## src/rtl/iod_dlc_pkg.sv

```systemverilog
// Shared op encodings, FSM states and lane decode for the IOD delay-line sequencer.
package iod_dlc_pkg;

  localparam logic [1:0] OP_INC     = 2'b00;
  localparam logic [1:0] OP_DEC     = 2'b01;
  localparam logic [1:0] OP_LOAD    = 2'b10;
  localparam logic [1:0] OP_ILLEGAL = 2'b11;

  localparam logic DIR_INC   = 1'b1;
  localparam int   MAX_LANES = 32;

  typedef enum logic [2:0] {
    ST_IDLE,
    ST_SETUP,
    ST_MOVE,
    ST_GAP,
    ST_LOAD,
    ST_DONE
  } state_t;

  function automatic logic [MAX_LANES-1:0] lane_onehot(input logic [4:0] lane);
    return MAX_LANES'(1) << lane;
  endfunction

endpackage

```

## src/rtl/iod_delay_line_ctrl.sv

```systemverilog
// Sequences MOVE/DIRECTION/LOAD strobes to one IOD lane per request; one request in flight,
// REQ_READY only in IDLE. Inc/dec DONE at T+2+N*(1+GAP_CYCLES), load at T+2+LOAD_HOLD, error/zero at T+1.
module iod_delay_line_ctrl
  import iod_dlc_pkg::*;
#(
  parameter int NUM_LANES  = 8,
  parameter int LANE_W     = 3,
  parameter int STEP_W     = 8,
  parameter int GAP_CYCLES = 4,
  parameter int LOAD_HOLD  = 2
) (
  input  logic                 FAB_CLK,
  input  logic                 ARST_N,
  input  logic                 REQ_VALID,
  output logic                 REQ_READY,
  input  logic [1:0]           REQ_OP,
  input  logic [LANE_W-1:0]    REQ_LANE,
  input  logic [STEP_W-1:0]    REQ_STEPS,
  output logic                 DONE,
  output logic [STEP_W-1:0]    DONE_STEPS,
  output logic                 DONE_OOR,
  output logic                 DONE_ERR,
  output logic                 BUSY,
  output logic [NUM_LANES-1:0] DELAY_LINE_MOVE,
  output logic [NUM_LANES-1:0] DELAY_LINE_DIRECTION,
  output logic [NUM_LANES-1:0] DELAY_LINE_LOAD,
  input  logic [NUM_LANES-1:0] DELAY_LINE_OUT_OF_RANGE
);

  localparam int TMR_MAX = (GAP_CYCLES > LOAD_HOLD) ? GAP_CYCLES : LOAD_HOLD;
  localparam int TMR_W   = $clog2(TMR_MAX + 1);

  state_t               state;
  logic [LANE_W-1:0]    lane_q;
  logic                 dir_inc_q;
  logic [STEP_W-1:0]    steps_q;
  logic [STEP_W-1:0]    step_cnt;
  logic [TMR_W-1:0]     tmr;
  logic                 ready_q;
  logic                 busy_q;
  logic                 done_q;
  logic                 done_oor_q;
  logic                 done_err_q;
  logic [STEP_W-1:0]    done_steps_q;
  logic [NUM_LANES-1:0] move_q;
  logic [NUM_LANES-1:0] dir_q;
  logic [NUM_LANES-1:0] load_q;

  logic [NUM_LANES-1:0] lane_oh;
  logic [NUM_LANES-1:0] req_lane_oh;
  logic                 req_err;
  logic                 req_incdec;
  logic                 lane_oor;
  logic                 last_gap;

  assign lane_oh     = NUM_LANES'(lane_onehot(5'(lane_q)));
  assign req_lane_oh = NUM_LANES'(lane_onehot(5'(REQ_LANE)));
  assign req_err     = (REQ_OP == OP_ILLEGAL) || (32'(REQ_LANE) >= 32'(NUM_LANES));
  assign req_incdec  = (REQ_OP == OP_INC) || (REQ_OP == OP_DEC);
  // Only the addressed lane's range flag can end a request.
  assign lane_oor    = |(DELAY_LINE_OUT_OF_RANGE & lane_oh);
  assign last_gap    = (tmr == TMR_W'(GAP_CYCLES - 1));

  always_ff @(posedge FAB_CLK or negedge ARST_N) begin
    if (!ARST_N) begin
      state        <= ST_IDLE;
      lane_q       <= '0;
      dir_inc_q    <= 1'b0;
      steps_q      <= '0;
      step_cnt     <= '0;
      tmr          <= '0;
      ready_q      <= 1'b0;
      busy_q       <= 1'b0;
      done_q       <= 1'b0;
      done_steps_q <= '0;
      done_oor_q   <= 1'b0;
      done_err_q   <= 1'b0;
      move_q       <= '0;
      dir_q        <= '0;
      load_q       <= '0;
    end else begin
      move_q <= '0;
      done_q <= 1'b0;
      case (state)
        ST_IDLE: begin
          if (REQ_VALID && ready_q) begin
            lane_q    <= REQ_LANE;
            dir_inc_q <= (REQ_OP == OP_DEC) ? ~DIR_INC : DIR_INC;
            steps_q   <= REQ_STEPS;
            step_cnt  <= '0;
            tmr       <= '0;
            ready_q   <= 1'b0;
            busy_q    <= 1'b1;
            if (req_err) begin
              state      <= ST_DONE;
              done_q     <= 1'b1;
              done_err_q <= 1'b1;
            end else if (REQ_OP == OP_LOAD) begin
              state  <= ST_LOAD;
              load_q <= req_lane_oh;
            end else if (req_incdec && (REQ_STEPS == '0)) begin
              state  <= ST_DONE;
              done_q <= 1'b1;
            end else begin
              state <= ST_SETUP;
            end
          end else begin
            ready_q <= 1'b1;
          end
        end
        ST_SETUP: begin
          dir_q    <= (dir_inc_q == DIR_INC) ? (dir_q | lane_oh) : (dir_q & ~lane_oh);
          move_q   <= lane_oh;
          step_cnt <= step_cnt + STEP_W'(1);
          state    <= ST_MOVE;
        end
        ST_MOVE: begin
          tmr   <= '0;
          state <= ST_GAP;
        end
        ST_GAP: begin
          if (last_gap) begin
            if (lane_oor || (step_cnt == steps_q)) begin
              state        <= ST_DONE;
              done_q       <= 1'b1;
              done_steps_q <= step_cnt;
              done_oor_q   <= lane_oor;
            end else begin
              move_q   <= lane_oh;
              step_cnt <= step_cnt + STEP_W'(1);
              state    <= ST_MOVE;
            end
          end else begin
            tmr <= tmr + TMR_W'(1);
          end
        end
        ST_LOAD: begin
          // LOAD drops after LOAD_HOLD cycles; one quiet cycle follows before DONE.
          if (tmr == TMR_W'(LOAD_HOLD)) begin
            state  <= ST_DONE;
            done_q <= 1'b1;
          end else begin
            if (tmr == TMR_W'(LOAD_HOLD - 1)) load_q <= '0;
            tmr <= tmr + TMR_W'(1);
          end
        end
        ST_DONE: begin
          done_steps_q <= '0;
          done_oor_q   <= 1'b0;
          done_err_q   <= 1'b0;
          busy_q       <= 1'b0;
          ready_q      <= 1'b1;
          state        <= ST_IDLE;
        end
        default: state <= ST_IDLE;
      endcase
    end
  end

  assign REQ_READY            = ready_q;
  assign BUSY                 = busy_q;
  assign DONE                 = done_q;
  assign DONE_STEPS           = done_steps_q;
  assign DONE_OOR             = done_oor_q;
  assign DONE_ERR             = done_err_q;
  assign DELAY_LINE_MOVE      = move_q;
  assign DELAY_LINE_DIRECTION = dir_q;
  assign DELAY_LINE_LOAD      = load_q;

endmodule

```

## config.mk

```make
export PLATFORM = sky130hd
export DESIGN_NAME = iod_delay_line_ctrl
export DESIGN_NICKNAME = d
export VERILOG_FILES = /design/src/rtl/iod_dlc_pkg.sv /design/src/rtl/iod_delay_line_ctrl.sv
export SDC_FILE = /design/constraint.sdc
export NUM_CORES = 1
export LEC_CHECK = 0
export CORE_ASPECT_RATIO = 0.9
export CORE_MARGIN = 4
export CORE_UTILIZATION = 35
export CTS_BUF_LIST = sky130_fd_sc_hd__clkbuf_8
export DETAILED_ROUTE_END_ITERATION = 10
export GPL_TIMING_DRIVEN = 0
export HOLD_SLACK_MARGIN = 0.12
export PLACE_DENSITY_LB_ADDON = 0.15
export SLEW_MARGIN = 20
export SYNTH_ARGS = -nofsm -noshare
export SYNTH_HDL_FRONTEND = slang
export SYNTH_SLANG_ARGS = --single-unit
```

## constraint.sdc

```tcl
create_clock -name FAB_CLK -period 2.6 [get_ports FAB_CLK]
set_input_delay 0.52 -clock FAB_CLK [delete_from_list [all_inputs] [get_ports FAB_CLK]]
set_output_delay 0.52 -clock FAB_CLK [all_outputs]
set_load 0.05 [all_outputs]
```

**Yosys cells after proc, flatten, opt, wreduce, memory -nomap -nowiden**

Cells that the tools add are included.
W data, S select, Z words.

- Reductions and logical operators: 21
- Bitwise operators: 4
- Eq/ne operators: 23
- Multiplexer cells: 48
- Add/subtract/negate cells: 2
- Shifts and indexed selects: 2

Operators with widths:

| kind | count |
|---|---|
| $mux W8 | 13 |
| $pmux W8 S2 | 3 |
| $mux W3 | 10 |
| $pmux W8 S3 | 1 |
| $ne A2 B2 Y1 const B | 11 |
| $and A8 B8 Y8 | 2 |
| $shl A1 B3 Y8 const A | 2 |
| $pmux W3 S5 | 1 |
| $mux W1 | 14 |
| $eq A3 B2 Y1 const B | 4 |
| $pmux W3 S4 | 1 |
| $reduce_and A3 Y1 | 3 |
| $add A8 B1 Y8 const B | 1 |
| $eq A8 B8 Y1 | 1 |
| $logic_not A8 Y1 | 1 |
| $not A8 Y8 | 1 |
| $or A8 B8 Y8 | 1 |
| $pmux W1 S2 | 4 |
| $reduce_and A4 Y1 | 2 |
| $reduce_or A8 Y1 | 1 |
| $eq A3 B1 Y1 const B | 2 |
| $eq A3 B3 Y1 const B | 2 |
| $reduce_and A6 Y1 | 1 |
| $reduce_bool A2 Y1 | 3 |
| 11 further kinds | 15 |

- Output and inout port bits: 37
- Input port bits: 24
- Flip-flop bits (word level): 63

**Depth between registers and ports, before layout**

Gate-level depths: netlist of run 1.

- Depth in word-level cells: 8
- Gate-level depth with buffers: 7
- Depth with buffers taken out: 7

**Worst setup path after synthesis of run 1**

No wires, ideal clock.

- Path kind: flip-flop to flip-flop
- From: reg ready_q (netlist: REQ_READY)
- To: reg lane_q[0]
- Stages on the path, launching flop included: 5
- Arrival: 1,807 ps
- Setup time: 128 ps
- Data required time: 2,472 ps
- Setup slack: 666 ps
- Period minus slack after synthesis: 1,934 ps
- Cells stage by stage: dfrtp_1 nand2_1 nor3_2 buf_4 mux2_1

- Word-level cells in the longest chain between the ends: 2

Ends and longest elaborated chain:

| what | line | RTL |
|---|---|---|
| start: declaration | iod_delay_line_ctrl.sv:39 | `logic ready_q;` |
| start signal: assignment | iod_delay_line_ctrl.sv:72 | `ready_q <= 1'b0;` |
| start signal: assignment | iod_delay_line_ctrl.sv:92 | `ready_q <= 1'b0;` |
| start signal: assignment | iod_delay_line_ctrl.sv:108 | `ready_q <= 1'b1;` |
| $logic_and A1 B1 Y1 | iod_delay_line_ctrl.sv:86 | `if (REQ_VALID && ready_q) begin` |
| $reduce_and A2 Y1 (no source line) | n/a |  |
| end signal: assignment | iod_delay_line_ctrl.sv:67 | `lane_q <= '0;` |
| end signal: assignment | iod_delay_line_ctrl.sv:87 | `lane_q <= REQ_LANE;` |
| end: declaration | iod_delay_line_ctrl.sv:34 | `logic [LANE_W-1:0] lane_q;` |

Every way passes these cells.
A chain may end at the register's enable or synchronous reset.

**Worst setup path after layout of run 1**

- From: reg state[1]
- To: reg lane_q[1]

- Word-level cells in the longest chain between the ends: 2

Ends and longest elaborated chain:

| what | line | RTL |
|---|---|---|
| start: declaration | iod_delay_line_ctrl.sv:33 | `state_t state;` |
| start signal: assignment | iod_delay_line_ctrl.sv:66 | `state <= ST_IDLE;` |
| start signal: assignment | iod_delay_line_ctrl.sv:95 | `state <= ST_DONE;` |
| start signal: assignment | iod_delay_line_ctrl.sv:99 | `state <= ST_LOAD;` |
| $logic_not A3 Y1 | iod_delay_line_ctrl.sv:84 | `case (state)` |
| $reduce_and A2 Y1 (no source line) | n/a |  |

Every way passes these cells.

==> results.json, run 1 <==
{
  "status": "finished, final reports clean",
  "period_share": 0.919,
  "yosys.area_share.xor_xnor": 0.0216,
  "syn_area_um2": 3240,
  "layout.nets": 409,
  "cts_max_level": 3,
  "cp_cell_sequence": "buf_2 -> nor2_2 -> inv_1 -> nor3_2 -> buf_4 -> mux2_1",
  "hold_viol_final": 0,
  "tightest_slew_ns": 0.755,
  "startpoint_type": "flip-flop",
  "grt_pass1_wl_um": 12300,
  "clk_path_buf_depth": 2,
  "hold_class": "flip-flop to flip-flop",
  "place_congestion": 0.852,
  "synthArstFlopShare": 1.00,
  "drt-vias-per-instance": 5.00,
  "clock_latency_ns": 0.34,
  "port_buffers": 60,
  "ys_seq_area_frac": 0.487,
  "synth_area_leader_cell": "dfrtp_1",
  "ys_warn_count": 0,
  "period_needed_ns": 2.39,
  "finClkSkew_ns": 0.0108,
  "syn_area_per_cell_um2": 10.5,
  "cp_max_fo": 10,
  "critPathLaunch": "state[1]",
  "drt_wl_total_um": 7520,
  "initial_core_util": 0.356,
  "ys_ff_latch": 63,
  "holdWs_ns": 0.506,
  "slowest_stage": "nor3_2",
  "clockRootBuffer": "clkbuf_8",
  "fp.dieH_um": 99.2,
  "core.rowCount": 33,
  "finalSetupViolCount": 0,
  "syn-num-nets": 336,
  "p_leak_nw": 1.75,
  "synthAdderAreaFrac": 0.0193,
  "cp_slowest_stage_delay_ns": 0.65,
  "synth_top_flop_cell": "dfrtp_1",
  "yosys.area_share.simple": 0.193,
  "power_density_nw_per_um2": 1210,
  "grt_pass1_vias": 2418,
  "slew_viol_final": 0,
  "relSlewSlack": 0.494,
  "track_usage": 0.145,
  "n_antenna_cell": 0,
  "synthCells": 307,
  "antenna_found_initial": 0,
  "synth_top_family_by_area": "simple AND/OR/NAND/NOR gates",
  "wl_per_cell_um": 14.8,
  "dieArea_um2": 10900,
  "worstPathArrival_ns": 2.62,
  "grt-ovfl-total": 0,
  "synth-compound-area-share": 0.103,
  "cap_violations": 0,
  "muxShareOfSynthArea": 0.141,
  "yosys.area.top_type_share": 0.487,
  "regToRegStartpoint": "state[1]",
  "ant_nets": 0,
  "syn_to_final_growth_pct": 29.3,
  "worstPathRequired_ns": 2.83,
  "clock.fmax_ghz": 0.418,
  "synth_cell_types": 48,
  "grt_start_max_net_pins": 42,
  "cts.sinks": 63,
  "final_cell_area_um2": 4180,
  "synth_area_leaders": "dfrtp_1 (49%), mux2_2 (8.7%), nand2_1 (4.2%)",
  "dpl.hpwl_um": 5660,
  "placed_area_um2": 4010,
  "cts_buffers": 9,
  "fillers": 883,
  "route.detailed.drc": 0,
  "clk_pin_slew_ns": 0.07,
  "final_layout_size_suffix_gt1_frac": 0.164,
  "worstSetupEndpointType": "flip-flop",
  "firstDrtPassIters": 6,
  "rsz0062_at_grt": "false",
  "initialDrtViolationCount": 107,
  "core_um2": 9080,
  "vias": 2533,
  "crit_type": "flip-flop to flip-flop",
  "ios": 61,
  "dieWidth_um": 109,
  "synth_edf_count": 0,
  "ir_drop_uv": 412,
  "cts_tree": "done"
}
metrics by stage:
stage	setup TNS, ns	setup slack [ns]	std cells	util	power [mW]
floorplan	0	0.666	307	-	3.58
global placement	-72.54	-1.16	489	0.439	4.36
detailed placement	0	0.0755	490	0.441	4.39
CTS	0	0.212	507	0.461	5.13
global route	0	0.0302	507	0.461	5.44
finish	0	0.209	507	0.461	5.07
logic make-up after synthesis:
family,count (synthesis)
xor+xnor,8
buf+inv,26
mux,38
fa+ha+maj,5
simple gates,122
compound gates,45
flops,63
area by class of cell:
type	instances	area, um2	share of cell area
inverters	10	37.5	0.00897
well taps	122	153	0.0365
repair buffers	62	628	0.150
clock buffers	9	124	0.0296
plain buffers	16	76.3	0.0182
multi-input cells	218	1550	0.370
flip-flops and latches	63	1580	0.377
clock inverters	7	42.5	0.0102
timing repair:
item / 4_1_cts / 5_1_grt
gates resized for setup: 0 / 0
hold buffers: 1 / 0
hold endpoints to repair: 22 / 0
setup endpoints to repair: 0 / 0
setup buffers: 0 / 0
cells in the final DEF (no fill, tap or decap), types with 5 or more instances in the layout:
cell type,count
a21oi_1,10
clkbuf_1,10
clkbuf_8,9
clkdlybuf4s50_1,59
dfrtp_1,63
ha_1,5
inv_1,11
mux2_1,5
mux2_2,25
mux2i_1,5
nand2_1,36
nand2b_1,10
nand3_1,17
nand4_1,10
nor2_1,18
nor3_1,7
nor4_1,6
o211ai_1,9
xnor2_1,8
synth_stat cells (3+ instances only):
library cell	n
mux2i_1	5
nor3_1	7
clkbuf_1	10
nor2_1	18
nor2b_1	3
xnor2_1	8
dfrtp_1	63
nand2_1	36
buf_2	4
a211oi_2	3
mux2_1	5
o211ai_1	9
ha_1	5
mux2_2	25
a21oi_1	10
inv_1	9
nor2_2	3
nand3_1	17
nor4_1	6
nand2b_1	10
nand4_1	10
nor3b_1	4
a31oi_1	4
critical path: cells and delay by family, from the launching register on:
| family | cells | cell delay [ns] |
|---|---|---|
| DFF | 1 | 0.35 |
| muxes | 1 | 0.34 |
| buffers and inverters | 3 | 0.68 |
| and+or+nand+nor | 2 | 0.90 |
worst paths after layout:
path,to,slack [ns],depth (start not counted)
worst max-delay path,lane_q[1],0.21,6
worst min-delay path,flip-flop,0.51,1
min in group asynchronous,DELAY_LINE_MOVE[2],0.60,2
worst max register to register,lane_q[1],0.21,6
max in group asynchronous,async pin,1.47,3
worst min register to register,flip-flop,0.51,1
where the power goes:
part	leakage (nW)	switching [mW]	total, mW	internal, mW
registers	0.810	0.229	1.54	1.31
clock network	0.0916	0.375	0.713	0.338
logic	0.852	1.76	2.82	1.05
total	1.75	2.37	5.07	2.70
per-layer routing:
metal  GRT usage  share of wire
met2       0.203           0.44
met5           0              0
met1       0.214           0.50
met3      0.0474          0.052
met4      0.0403          0.011
Power figures use the tool's default switching activity.
==> run 2: changes to the inputs <==
Settings changed: REMOVE_ABC_BUFFERS from default to 1.
Clock period 2.6 ns to 2 ns, I/O delays scaled along.
==> run 2 against run 1 <==
Compared with the run above:
- clock-buffer cell count is the same
- clock power increased by 73%
- die area stayed put
- highest routed layer unchanged
- largest power group unchanged
- final cell count rose by 0.59%
- critical endpoint is now step_cnt[5]
- largest cell class is now multi-input combinational cells
- hold slack worse by 0.040 ns
- sequential cell count stayed put
- critical path type unchanged
==> results.json, run 2 (synthesized netlist as in run 1, its figures left out) <==
{
  "ios": 61,
  "dieArea_um2": 10900,
  "final_cells": 510,
  "grt_pass1_wl_um": 12900,
  "crit_type": "flip-flop to flip-flop",
  "hold_viol_final": 0,
  "rsz0062_at_grt": "true",
  "vias": 2607,
  "place_congestion": 0.772,
  "route.detailed.drc": 0,
  "finalSetupViolCount": 0,
  "drt_wl_total_um": 7780,
  "period_needed_ns": 1.97,
  "worstPathRequired_ns": 2.22,
  "rr_worst_depth": 5,
  "cts.sinks": 63,
  "hold_class": "input port to async pin",
  "initialDrtViolationCount": 148,
  "syn_to_final_growth_pct": 36.3,
  "finClkSkew_ns": 0.0102,
  "startpoint_type": "flip-flop",
  "drt-vias-per-instance": 5.11,
  "cts_max_level": 3,
  "final_layout_size_suffix_gt1_frac": 0.227,
  "regArea_um2": 1580,
  "final_common_cell": "dfrtp_1",
  "slew_viol_final": 0,
  "placed_cells": 474,
  "multiInputGateArea_um2": 1630,
  "dieWidth_um": 109,
  "firstDrtPassIters": 5,
  "period_share": 0.983,
  "cts_buffers": 9,
  "p_total_mw": 7.36,
  "p_leak_nw": 1.84,
  "fp.dieH_um": 99.2,
  "cp_max_fo": 12,
  "power_density_nw_per_um2": 1670,
  "final_cell_area_um2": 4410,
  "core.rowCount": 33,
  "grt-ovfl-total": 0,
  "relSlewSlack": 0.654,
  "wl_per_cell_um": 15.2,
  "track_usage": 0.152,
  "layout.nets": 412,
  "clockRootBuffer": "clkbuf_8",
  "worstSetupEndpointType": "flip-flop",
  "fillers": 847,
  "grt_start_max_net_pins": 48,
  "n_antenna_cell": 0,
  "clk_path_buf_depth": 2,
  "antenna_found_initial": 0,
  "mostFrequentLayoutCells": "dfrtp_1 (61), clkdlybuf4s50_1 (58), nand2_1 (36)",
  "ant_nets": 0,
  "clk_pin_slew_ns": 0.08,
  "cts_tree": "done",
  "core_um2": 9080,
  "port_buffers": 60,
  "holdWs_ns": 0.466,
  "cap_violations": 0,
  "clock.fmax_ghz": 0.509,
  "clock_latency_ns": 0.34,
  "placed_area_um2": 3950,
  "worstPathArrival_ns": 2.18,
  "status": "finished, final reports clean",
  "grt_pass1_vias": 2474,
  "ir_drop_uv": 682,
  "tightest_slew_ns": 0.517,
  "initial_core_util": 0.356,
  "dpl.hpwl_um": 5360
}
run 2: changes by cell type in the layout (fill, tap and decap cells not counted), sizes merged:
cell           before  now
buf                 8   21
clkbuf             19    9
bufinv              0    2
inv                12   10
clkdlybuf4s50      59   58
clkinv              4    3
clkinvlp            1    2
dlygate4sd2         0    1
run 2: path summary, 6_finish.rpt:
| kind | slack (ns) | start | endpoint |
|---|---|---|---|
| worst min-delay path | 0.47 | ARST_N | async pin |
| min in group FAB_CLK | 0.51 | DONE_OOR | DONE_OOR |
| worst max-delay path | 0.03 | lane_q[2] | step_cnt[5] |
| max in group asynchronous | 1.01 | ARST_N | state[2] |
| worst max register to register | 0.03 | lane_q[2] | step_cnt[5] |
| worst min register to register | 0.51 | DONE_OOR | DONE_OOR |
run 2: final cells by class:
class / instances / share of cell area
Timing Repair Buffer: 81 / 0.179
Inverter: 10 / 0.00851
Multi-Input combinational cell: 218 / 0.370
Clock buffer: 9 / 0.0281
Tap cell: 122 / 0.0346
Clock inverter: 7 / 0.0221
Sequential cell: 63 / 0.358
run 2: worst max-delay path, stage by stage, from the launching register on:
cell and delay, ns:
dfrtp_1 0.59, mux4_2 0.40, mux2i_4 0.26, o21ai_4 0.18, a211o_1 0.30, mux2i_1 0.12
run 2: per-stage QoR:
stage,utilization,TNS (ns),setup WS [ns]
final,0.486,0,0.0342
after global routing,0.486,-0.141,-0.0392
after CTS,0.475,-0.0544,-0.0216
after detailed placement,0.434,-18.47,-0.680
after global placement,0.431,-125.78,-1.63
after floorplan,-,-0.816,-0.0790
run 2: layer usage:
layer / global-route usage / wire length [um]
met1: 0.229 / 3880
met2: 0.214 / 3490
met3: 0.0383 / 317
met4: 0.0460 / 95
met5: 0 / 0
run 2: repair_timing:
action | CTS | global route
setup endpoints to repair | 54 | 35
hold buffers | 1 | 0
pin swaps | 1 | 3
hold endpoints to repair | 16 | 0
setup buffers | 12 | 7
resized for setup | 10 | 8
run 2: where the power goes:
| group | switching [mW] | leakage, nW | internal [mW] |
|---|---|---|---|
| Combinational | 2.31 | 0.926 | 1.66 |
| Clock | 0.524 | 0.105 | 0.703 |
| Sequential | 0.465 | 0.807 | 1.70 |
| Total | 3.30 | 1.84 | 4.07 |
